## config.mk

```make
export PLATFORM = sky130hd
export DESIGN_NAME = fpadd_issue_ctrl
export DESIGN_NICKNAME = d
export VERILOG_FILES = /design/src/rtl/fpadd_pkg.sv /design/src/rtl/fpadd_result_fifo.sv /design/src/rtl/fpadd_issue_ctrl.sv
export SDC_FILE = /design/constraint.sdc
export NUM_CORES = 1
export LEC_CHECK = 0
export CORE_ASPECT_RATIO = 1.5
export CORE_UTILIZATION = 57
export DETAILED_ROUTE_END_ITERATION = 7
export DONT_BUFFER_PORTS = 1
export GPL_TIMING_DRIVEN = 0
export PLACE_DENSITY = 0.77
export RECOVER_POWER = 50
export SLEW_MARGIN = 20
export SYNTH_ARGS = -nofsm -noshare
export SYNTH_HDL_FRONTEND = slang
export SYNTH_SLANG_ARGS = --single-unit
```

## constraint.sdc

```tcl
create_clock -name clk -period 2 [get_ports clk]
set_input_delay 0.1 -clock clk [delete_from_list [all_inputs] [get_ports clk]]
set_output_delay 0.1 -clock clk [all_outputs]
set_load 0.005 [all_outputs]
```

## src/rtl/fpadd_pkg.sv

```systemverilog
// Shared FP32 field definitions, operand classification and tag payload for fpadd_issue_ctrl.
// The tag carries bypass fields only when FPADD_SPECIAL_BYPASS_EN is defined.
package fpadd_pkg;

  localparam int unsigned FP_W     = 32;
  localparam int unsigned EXP_W    = 8;
  localparam int unsigned MANT_W   = 23;
  localparam int unsigned SIGN_BIT = 31;
  localparam int unsigned EXP_MSB  = 30;
  localparam int unsigned EXP_LSB  = 23;

  localparam logic [EXP_W-1:0] EXP_MAX = 8'hFF;
  localparam logic [FP_W-1:0]  QNAN    = 32'h7FC00000;

  typedef enum logic [1:0] {
    FP_NORMAL,
    FP_ZERO,
    FP_INF,
    FP_NAN
  } fp_class_e;

  // Subnormals (exp == 0) are classed as zero; the adder flushes them.
  function automatic fp_class_e fp_classify(input logic [FP_W-1:0] x);
    fp_class_e c;
    if (x[EXP_MSB:EXP_LSB] == EXP_MAX) begin
      c = (x[MANT_W-1:0] != '0) ? FP_NAN : FP_INF;
    end else if (x[EXP_MSB:EXP_LSB] == '0) begin
      c = FP_ZERO;
    end else begin
      c = FP_NORMAL;
    end
    return c;
  endfunction

`ifdef FPADD_SPECIAL_BYPASS_EN
  typedef struct packed {
    logic            valid;
    logic            bypass;
    logic [FP_W-1:0] value;
  } tag_t;
`else
  typedef struct packed {
    logic valid;
  } tag_t;
`endif

endpackage

```

## src/rtl/fpadd_result_fifo.sv

```systemverilog
// Show-ahead result FIFO with occupancy count; head reads as zero while empty.
module fpadd_result_fifo #(
  parameter int unsigned WIDTH = 33,
  parameter int unsigned DEPTH = 4
) (
  input  logic                           clk,
  input  logic                           reset,
  input  logic                           push,
  input  logic [WIDTH-1:0]               push_data,
  input  logic                           pop,
  output logic [WIDTH-1:0]               head_data,
  output logic                           head_valid,
  output logic [$clog2(DEPTH+1)-1:0]     count
);

  localparam int unsigned PTR_W = $clog2(DEPTH);
  localparam int unsigned CNT_W = $clog2(DEPTH+1);

  logic [WIDTH-1:0] mem [DEPTH];
  logic [PTR_W-1:0] wr_ptr;
  logic [PTR_W-1:0] rd_ptr;
  logic             pop_ok_c;

  assign head_valid = (count != '0);
  assign pop_ok_c   = pop && head_valid;
  assign head_data  = head_valid ? mem[rd_ptr] : '0;

  // Storage needs no reset: the head is masked while count is zero.
  always_ff @(posedge clk) begin
    if (push) begin
      mem[wr_ptr] <= push_data;
    end
  end

  // Pointers wrap naturally because DEPTH is a power of two.
  always_ff @(posedge clk or posedge reset) begin
    if (reset) begin
      wr_ptr <= '0;
      rd_ptr <= '0;
      count  <= '0;
    end else begin
      if (push) begin
        wr_ptr <= wr_ptr + PTR_W'(1);
      end
      if (pop_ok_c) begin
        rd_ptr <= rd_ptr + PTR_W'(1);
      end
      case ({push, pop_ok_c})
        2'b10:   count <= count + CNT_W'(1);
        2'b01:   count <= count - CNT_W'(1);
        default: count <= count;
      endcase
    end
  end

endmodule

```

## src/rtl/fpadd_issue_ctrl.sv

```systemverilog
// Streaming front-end and in-order result collector for the fixed-latency FP32 adder.
// Special-operand bypass path is compiled in when FPADD_SPECIAL_BYPASS_EN is defined.
module fpadd_issue_ctrl
  import fpadd_pkg::*;
#(
  parameter int unsigned ADD_LAT   = 2,
  parameter int unsigned OUT_DEPTH = 4
) (
  input  logic        clk,
  input  logic        reset,
  input  logic        in_valid,
  output logic        in_ready,
  input  logic [31:0] in_a,
  input  logic [31:0] in_b,
  output logic [31:0] add_a,
  output logic [31:0] add_b,
  input  logic [31:0] add_out,
  output logic        res_valid,
  input  logic        res_ready,
  output logic [31:0] res_data,
  output logic        res_bypass
);

  localparam int unsigned STAGES = ADD_LAT + 1;
  localparam int unsigned CNT_W  = $clog2(OUT_DEPTH + 1);
  localparam int unsigned SUM_W  = $clog2(OUT_DEPTH + STAGES + 1);
`ifdef FPADD_SPECIAL_BYPASS_EN
  localparam int unsigned RES_W  = FP_W + 1;
`else
  localparam int unsigned RES_W  = FP_W;
`endif

  logic             accept_c;
  tag_t             new_tag_c;
  tag_t             tag_q [STAGES];
  logic [SUM_W-1:0] inflight_c;
  logic [CNT_W-1:0] fifo_count;
  logic [RES_W-1:0] fifo_wdata_c;
  logic [RES_W-1:0] fifo_head;

  assign accept_c = in_valid && in_ready;

`ifdef FPADD_SPECIAL_BYPASS_EN
  fp_class_e        ca_c;
  fp_class_e        cb_c;
  logic             byp_c;
  logic [FP_W-1:0]  byp_val_c;

  // Resolve operand pairs the adder cannot handle; priority NaN > inf > zero.
  always_comb begin
    ca_c      = fp_classify(in_a);
    cb_c      = fp_classify(in_b);
    byp_c     = 1'b1;
    byp_val_c = '0;
    if (ca_c == FP_NAN || cb_c == FP_NAN) begin
      byp_val_c = QNAN;
    end else if (ca_c == FP_INF && cb_c == FP_INF) begin
      byp_val_c = (in_a[SIGN_BIT] != in_b[SIGN_BIT]) ? QNAN : in_a;
    end else if (ca_c == FP_INF) begin
      byp_val_c = in_a;
    end else if (cb_c == FP_INF) begin
      byp_val_c = in_b;
    end else if (ca_c == FP_ZERO && cb_c == FP_ZERO) begin
      byp_val_c = {in_a[SIGN_BIT] & in_b[SIGN_BIT], 31'b0};
    end else if (ca_c == FP_ZERO) begin
      byp_val_c = in_b;
    end else if (cb_c == FP_ZERO) begin
      byp_val_c = in_a;
    end else begin
      byp_c = 1'b0;
    end
  end

  always_comb begin
    new_tag_c       = '0;
    new_tag_c.valid = accept_c;
    if (accept_c) begin
      new_tag_c.bypass = byp_c;
      new_tag_c.value  = byp_val_c;
    end
  end

  assign fifo_wdata_c = {tag_q[STAGES-1].bypass,
                         tag_q[STAGES-1].bypass ? tag_q[STAGES-1].value : add_out};
  assign res_data     = fifo_head[FP_W-1:0];
  assign res_bypass   = fifo_head[FP_W];
`else
  always_comb begin
    new_tag_c       = '0;
    new_tag_c.valid = accept_c;
  end

  assign fifo_wdata_c = add_out;
  assign res_data     = fifo_head;
  assign res_bypass   = 1'b0;
`endif

  // Adder operands load on every accept, bypass pairs included.
  always_ff @(posedge clk or posedge reset) begin
    if (reset) begin
      add_a <= '0;
      add_b <= '0;
    end else if (accept_c) begin
      add_a <= in_a;
      add_b <= in_b;
    end
  end

  // Tag pipe mirrors the adder latency and never stalls.
  always_ff @(posedge clk or posedge reset) begin
    if (reset) begin
      for (int unsigned i = 0; i < STAGES; i++) begin
        tag_q[i] <= '0;
      end
    end else begin
      tag_q[0] <= new_tag_c;
      for (int unsigned i = 1; i < STAGES; i++) begin
        tag_q[i] <= tag_q[i-1];
      end
    end
  end

  // Credit: every in-flight tag owns a FIFO slot, so a write can never be dropped.
  always_comb begin
    inflight_c = '0;
    for (int unsigned i = 0; i < STAGES; i++) begin
      inflight_c = inflight_c + SUM_W'(tag_q[i].valid);
    end
  end

  assign in_ready = (inflight_c + SUM_W'(fifo_count)) < SUM_W'(OUT_DEPTH);

  fpadd_result_fifo #(
    .WIDTH (RES_W),
    .DEPTH (OUT_DEPTH)
  ) u_result_fifo (
    .clk        (clk),
    .reset      (reset),
    .push       (tag_q[STAGES-1].valid),
    .push_data  (fifo_wdata_c),
    .pop        (res_ready),
    .head_data  (fifo_head),
    .head_valid (res_valid),
    .count      (fifo_count)
  );

endmodule

```

* Word-level counts from Yosys, hierarchy flattened
Memory sizes are Yosys's and may differ from the RTL's.
Cells that the tools add are included.
** Operators by class
- Add/subtract/negate cells :: 7
- $lt $le $gt $ge :: 1
- Equal/unequal tests :: 2
- Multiplexer cells :: 4
- Reduce and logical (&&, ||, !) cells :: 4
** Operator list (count)
- 2-to-1 mux 32 bit :: 1
- one-hot mux 3 bit (2 select lines) :: 1
- adder 2 x 1 -> 2 bit, second input constant :: 2
- adder 2 x 1 -> 3 bit :: 1
- adder 3 x 1 -> 3 bit, second input constant :: 1
- adder 3 bit :: 1
- < comparator 3 bit, second input constant :: 1
- nonzero test 3 bit :: 1
- subtractor 3 x 1 -> 3 bit, second input constant :: 1
- adder 1 x 1 -> 2 bit :: 1
- == test 2 x 1 -> 1 bit, second input constant :: 1
- == test 2 bit, second input constant :: 1
- logical AND 1 bit :: 2
- 2-to-1 mux 1 bit :: 2
- nonzero test 2 bit :: 1
** Word-level totals
- Bits in registers :: 74
- RAM bits :: 128
- Input port bits :: 100
- Word-level logic and storage cells :: 27
- Memories kept :: 1
** Memories
- u_result_fifo.mem :: words 4, width 32, rd ports 1, clocked after Yosys merged registers in 0, write ports 1, line fpadd_result_fifo.sv:19 : logic [WIDTH-1:0] mem [DEPTH];

* Logic depth before layout (Yosys ltp)
- Word-level depth :: 5
- Mapped depth :: 10

* Cells and area by module
From an unflattened synthesis, not the netlist that was laid out.
** Unflattened totals
- Cell total of the unflattened synthesis :: 546
- Area, all modules :: 8101.5 um2
** Modules (own cells, without submodules)
- fpadd_result_fifo :: times used 1, cells an instance 241, area an instance 5286.3 um2, sequential area each 4018.9 um2
- fpadd_issue_ctrl :: times used 1, cells an instance 305, area an instance 2815.2 um2, sequential area each 1676.6 um2

* Worst setup path before layout
OpenSTA, ideal clock, no wires.
- Path type :: register to register
- From :: register tag_q[0] in the netlist's numbering
- To :: register add_a[9]
- Library setup time :: 82 ps
- Arrival :: 1991 ps
- Required time :: 1918 ps
- Slack :: -73 ps
- Stages on the path, launching flop included :: 10
- Path buffers :: 2
- Clock period less this slack :: 2073 ps
- Cells stage by stage :: dfrtp_1 inv_1 fa_1 inv_1 ha_1 and3b_1 o211a_1 buf_4 buf_6 o22ai_1
** On the way
- Longest elaborated chain between the ends :: 4
** RTL lines
- start, declared :: line fpadd_issue_ctrl.sv:35 : tag_t tag_q [STAGES];
- start signal, assigned by index :: line fpadd_issue_ctrl.sv:118 : tag_q[i] <= tag_q[i-1];
- adder 2 x 1 -> 3 bit :: line fpadd_issue_ctrl.sv:127 : inflight_c = inflight_c + SUM_W'(tag_q[i].valid);
- adder 3 bit :: line fpadd_issue_ctrl.sv:131 : assign in_ready = (inflight_c + SUM_W'(fifo_count)) < SUM_W'(OUT_DEPTH);
- < comparator 3 bit :: line fpadd_issue_ctrl.sv:131
- logical AND 1 bit :: line fpadd_issue_ctrl.sv:41 : assign accept_c = in_valid && in_ready;
- end signal, assigned :: line fpadd_issue_ctrl.sv:104 : add_a <= in_a;
- end, declared :: line fpadd_issue_ctrl.sv:15 : output logic [31:0] add_a,
No other way between the ends.
A chain may end at the register's enable or synchronous reset.

* Worst setup path in the final report
- From :: register u_result_fifo.count[0]
- To :: register add_b[19]
** On the way
- Longest elaborated chain between the ends :: 3
** RTL lines
- start, declared :: line fpadd_result_fifo.sv:13 : output logic [$clog2(DEPTH+1)-1:0] count
- start signal, assigned :: line fpadd_result_fifo.sv:49 : 2'b10: count <= count + CNT_W'(1);
- start signal, assigned :: line fpadd_result_fifo.sv:50 : 2'b01: count <= count - CNT_W'(1);
- start signal, assigned :: line fpadd_result_fifo.sv:51 : default: count <= count;
- adder 3 bit :: line fpadd_issue_ctrl.sv:131
- < comparator 3 bit :: line fpadd_issue_ctrl.sv:131
- logical AND 1 bit :: line fpadd_issue_ctrl.sv:41
- end signal, assigned :: line fpadd_issue_ctrl.sv:105 : add_b <= in_b;
- end, declared :: line fpadd_issue_ctrl.sv:16 : output logic [31:0] add_b,
No other way between the ends.

==> reports/results.txt <==
The period utilization was 110.9%; the final setup slack of the worst path was -217.0 ps. Summed over its instances, the top area cell type makes up 47.24% of the synthesized netlist area. Hold is met by 65.00 ps. Setup repair after global routing could not meet its margin everywhere. The maximum count of clock buffers along a single path came out at 3. Measured along the y axis, the die boundary spans 148.3 um.

During synthesis, Yosys emitted a total of 0 warnings. The synthesized design spends more area on one cell type than any other, namely sky130_fd_sc_hd__edfxtp_1. Across the run, the number of max-cap violations was 0. The tools report the number of global-route vias before repair as 5646. From synthesis to final layout, the design area changed by 28.69%. The number of buffers inserted during clock tree synthesis is 18, and the full die area is 14770 um^2. Averaged over all synthesized cells, the footprint is 14.96 um^2.

The tools report the count of unresolved DRC violations after routing as 0. The flow ran to the end, but the final reports show violations. Global routing used 26.14% of the available tracks.

The critical path in this run is classified as reg2reg. The leakage power was 4.012 nW; the number of fill cells was 799. In this run the cell area of the synthesized design comes to 8137 um^2. The wire length of the first global-routing pass is 29230 um, and the count of placed standard cells in the final layout, fillers left out is 884. Per report_power, the sequential group accounts for 40.2% of the total.

After synthesis, the cell types taking the most area are sky130_fd_sc_hd__edfxtp_1 (47%), sky130_fd_sc_hd__dfrtp_1 (23%), sky130_fd_sc_hd__mux4_2 (8.9%). In the final layout, flip-flops and latches occupy 5697 um^2. For this run, the post-layout net count is 788.

For the half-perimeter wire length after placement, the log shows 11330 um. Distinct cell type count after synthesis: 30. For the pin with the worst max-slew slack, the measured transition is 1273 ps.

At the placement stage, the worst setup path has a slack of -310.3 ps. The area of the multi-input gates was 2327 um^2; the row count was 53. The number of inserted diodes is 0, and the setup violation total in the final timing report is 66. At the worst endpoint, the arrival time is 2590 ps. The run gives 480 ps as the clock latency on the worst-skew pair. The first detailed-routing pass ran for 5 iterations.

TritonCTS built the clock tree. The logs give 1 for the level count of the clock H-tree and 21.3% for the clock network power share. The synthesized instance count came out at 544. In this run switching power makes up 33.19% of total power. In this run, synthesis inferred 128 flip-flops with an integrated enable. The count of port buffers added during placement was 0. Among all flip-flop cells after synthesis, the most frequent one is sky130_fd_sc_hd__edfxtp_1. The clock-pin transition on the worst setup and hold timing paths is 60 ps. The tools report the power share of the combinational group as 38.5%.

The tools report the pin count of the biggest net entering global routing as 42. When the netlist entered floorplanning its net count stood at 652. The finished cells cover 10470 um^2. The final-report hold violation count is 0. For the final routed database, the setup TNS stands at -10220 ps.

Along the worst path, the maximum fanout reaches 10. The tools report the cell chosen for the clock root as sky130_fd_sc_hd__clkbuf_16. The clock period minus worst slack is 2217 ps. The initial utilization of the core area, before any placement, comes to 58.15%. The worst setup path is captured at a register. The tree built by TritonCTS fans out to 202 sinks. The worst hold path belongs to the class in2reg. In this run the remaining antenna-violating nets after routing total 0. Summing all placed instances gives a cell area of 8507 um^2. The synthesized design contains 202 register bits. The number of I/O pins is 199. STA classifies the critical path startpoint as a register. For this run, the register share of the synthesized area comes to 70.00%. The achievable frequency is 451.1 MHz. The vias after detailed routing was 5167. For this run, asynchronously set or reset flops after synthesis account for 36.63%.

For this design the ratio of total power to cell area is 1510 nW/um^2. The die is 99.55 um wide. After detailed placement, the design holds a cell count of 741.

The congestion estimate from routability-driven global placement came to 0.8478. The tools report the DRC violation total after the first TritonRoute iteration as 247. By count the netlist is led by sky130_fd_sc_hd__nand2_1 (131), sky130_fd_sc_hd__edfxtp_1 (128), sky130_fd_sc_hd__dfrtp_1 (74). After detailed routing, the average wire length per cell comes to 21.74 um. In this run the tightest slew margin relative to its limit is 15.01%. The final global-route overflow total is 0, and the average vias per placed instance is 5.845. Fraction of final layout cells with drive strength greater than 1: 21.39%. The final-report max-slew violation count is 0. The design draws 15.81 mW. The tools report the worst path required time as 2370 ps.

Summed over all nets, the switching power comes to 5.246 mW. The tools report the number of antenna violations at the first check in global routing as 0. Across the VDD grid, the largest voltage drop is 1.272 mV. For this run, the share of the core covered by cells in the final layout is 74.84%. The final layout contains routed wiring with a total length of 19220 um.

The final reports fail on setup timing. The internal power of the cells totals 10.56 mW. The worst clock skew came out at 19.42 ps. The most frequently used cell type in the post-synthesis netlist was sky130_fd_sc_hd__nand2_1. The core region is 13990 um^2.
## cells in the final DEF (no fill, tap or decap), drive strengths merged, types with 2 or more instances in the layout
cell	n
ha	6
clkbuf	42
dlygate4sd3	98
nand3	2
mux4	32
fa	2
xnor2	2
xor2	4
clkinv	5
and2	38
dfrtp	74
nand2	131
buf	40
o22ai	64
edfxtp	128
inv	10
mux2i	2
## timing repair
| item | in CTS | in global routing |
|---|---|---|
| endpoints found under the hold margin | 268 | 0 |
| endpoints found under the setup margin | 97 | 96 |
| cloned | 2 | 0 |
| setup buffers | 9 | 4 |
| resized for setup | 40 | 29 |
| hold buffers | 98 | 0 |
| pin swaps | 5 | 5 |
## kinds of logic (layout without fill, tap and decap cells)
logic type      Yosys count  in the layout  synth area share [%]
xor+xnor                  6              6                0.6459
fa+ha+maj                 8              8                 1.415
other cells               1              1               0.04609
compound gates           66             66                 5.413
flops                   202            202                 70.00
buf+inv                  50            198                 3.614
simple gates            177            177                 9.611
mux                      34             34                 9.257
## power by group through the flow
stage	registers, mW	clock network (mW)	logic, mW
after detailed placement	6.36	0	4.84
after global placement	6.34	0	4.51
after CTS	6.31	3.41	5.67
final	6.36	3.36	6.08
after global routing	6.46	3.58	6.51
after floorplan	6.16	0	3.77
## registers in the layout, summed over array words and instances (netlist names)
signal,count
tag_q,3
u_result_fifo.wr_ptr,2
u_result_fifo.rd_ptr,2
add_b,32
u_result_fifo.count,3
u_result_fifo.mem,128
add_a,32
## critical path, cell delays in order, from the launching register on
cell	delay, ps
sky130_fd_sc_hd__dfrtp_1	390
sky130_fd_sc_hd__inv_2	60
sky130_fd_sc_hd__fa_2	330
sky130_fd_sc_hd__inv_2	70
sky130_fd_sc_hd__ha_4	190
sky130_fd_sc_hd__and3b_2	200
sky130_fd_sc_hd__o211a_1	230
sky130_fd_sc_hd__buf_6	130
sky130_fd_sc_hd__buf_4	180
sky130_fd_sc_hd__buf_6	160
sky130_fd_sc_hd__o22ai_1	180
## cell type report
class / count / share of cell area (%)
flip-flops and latches: 202 / 54.40
clock inverters: 7 / 0.5855
plain buffers: 38 / 3.071
multi-input cells: 292 / 22.22
clock buffers: 25 / 4.947
inverters: 10 / 0.3824
well taps: 192 / 2.294
repair buffers: 118 / 12.09
## metal layers
layer,share of wire [%],track usage (%),vias up,wire [um]
li1,-,-,2252,-
met5,0,0,-,0
met4,3.3,11.91,0,628
met1,35,28.70,2576,6635
met3,8.4,5.827,51,1617
met2,54,47.81,288,10340
## path summary, 6_finish.rpt
path / from / end / slack [ps] / cells after the start
max in group asynchronous: reset / tag_q[0] / 220 / 3
hold reg to reg: tag_q[1] / tag_q[0] / 390 / 0
min in group asynchronous: reset / add_a[9] / 440 / 2
setup reg to reg: u_result_fifo.count[0] / add_b[19] / -220 / 10
hold / removal: in_valid / add_a[7] / 60 / 3
setup / recovery: u_result_fifo.count[0] / add_b[19] / -220 / 10
Note: power is estimated with default switching activity, not from simulation.
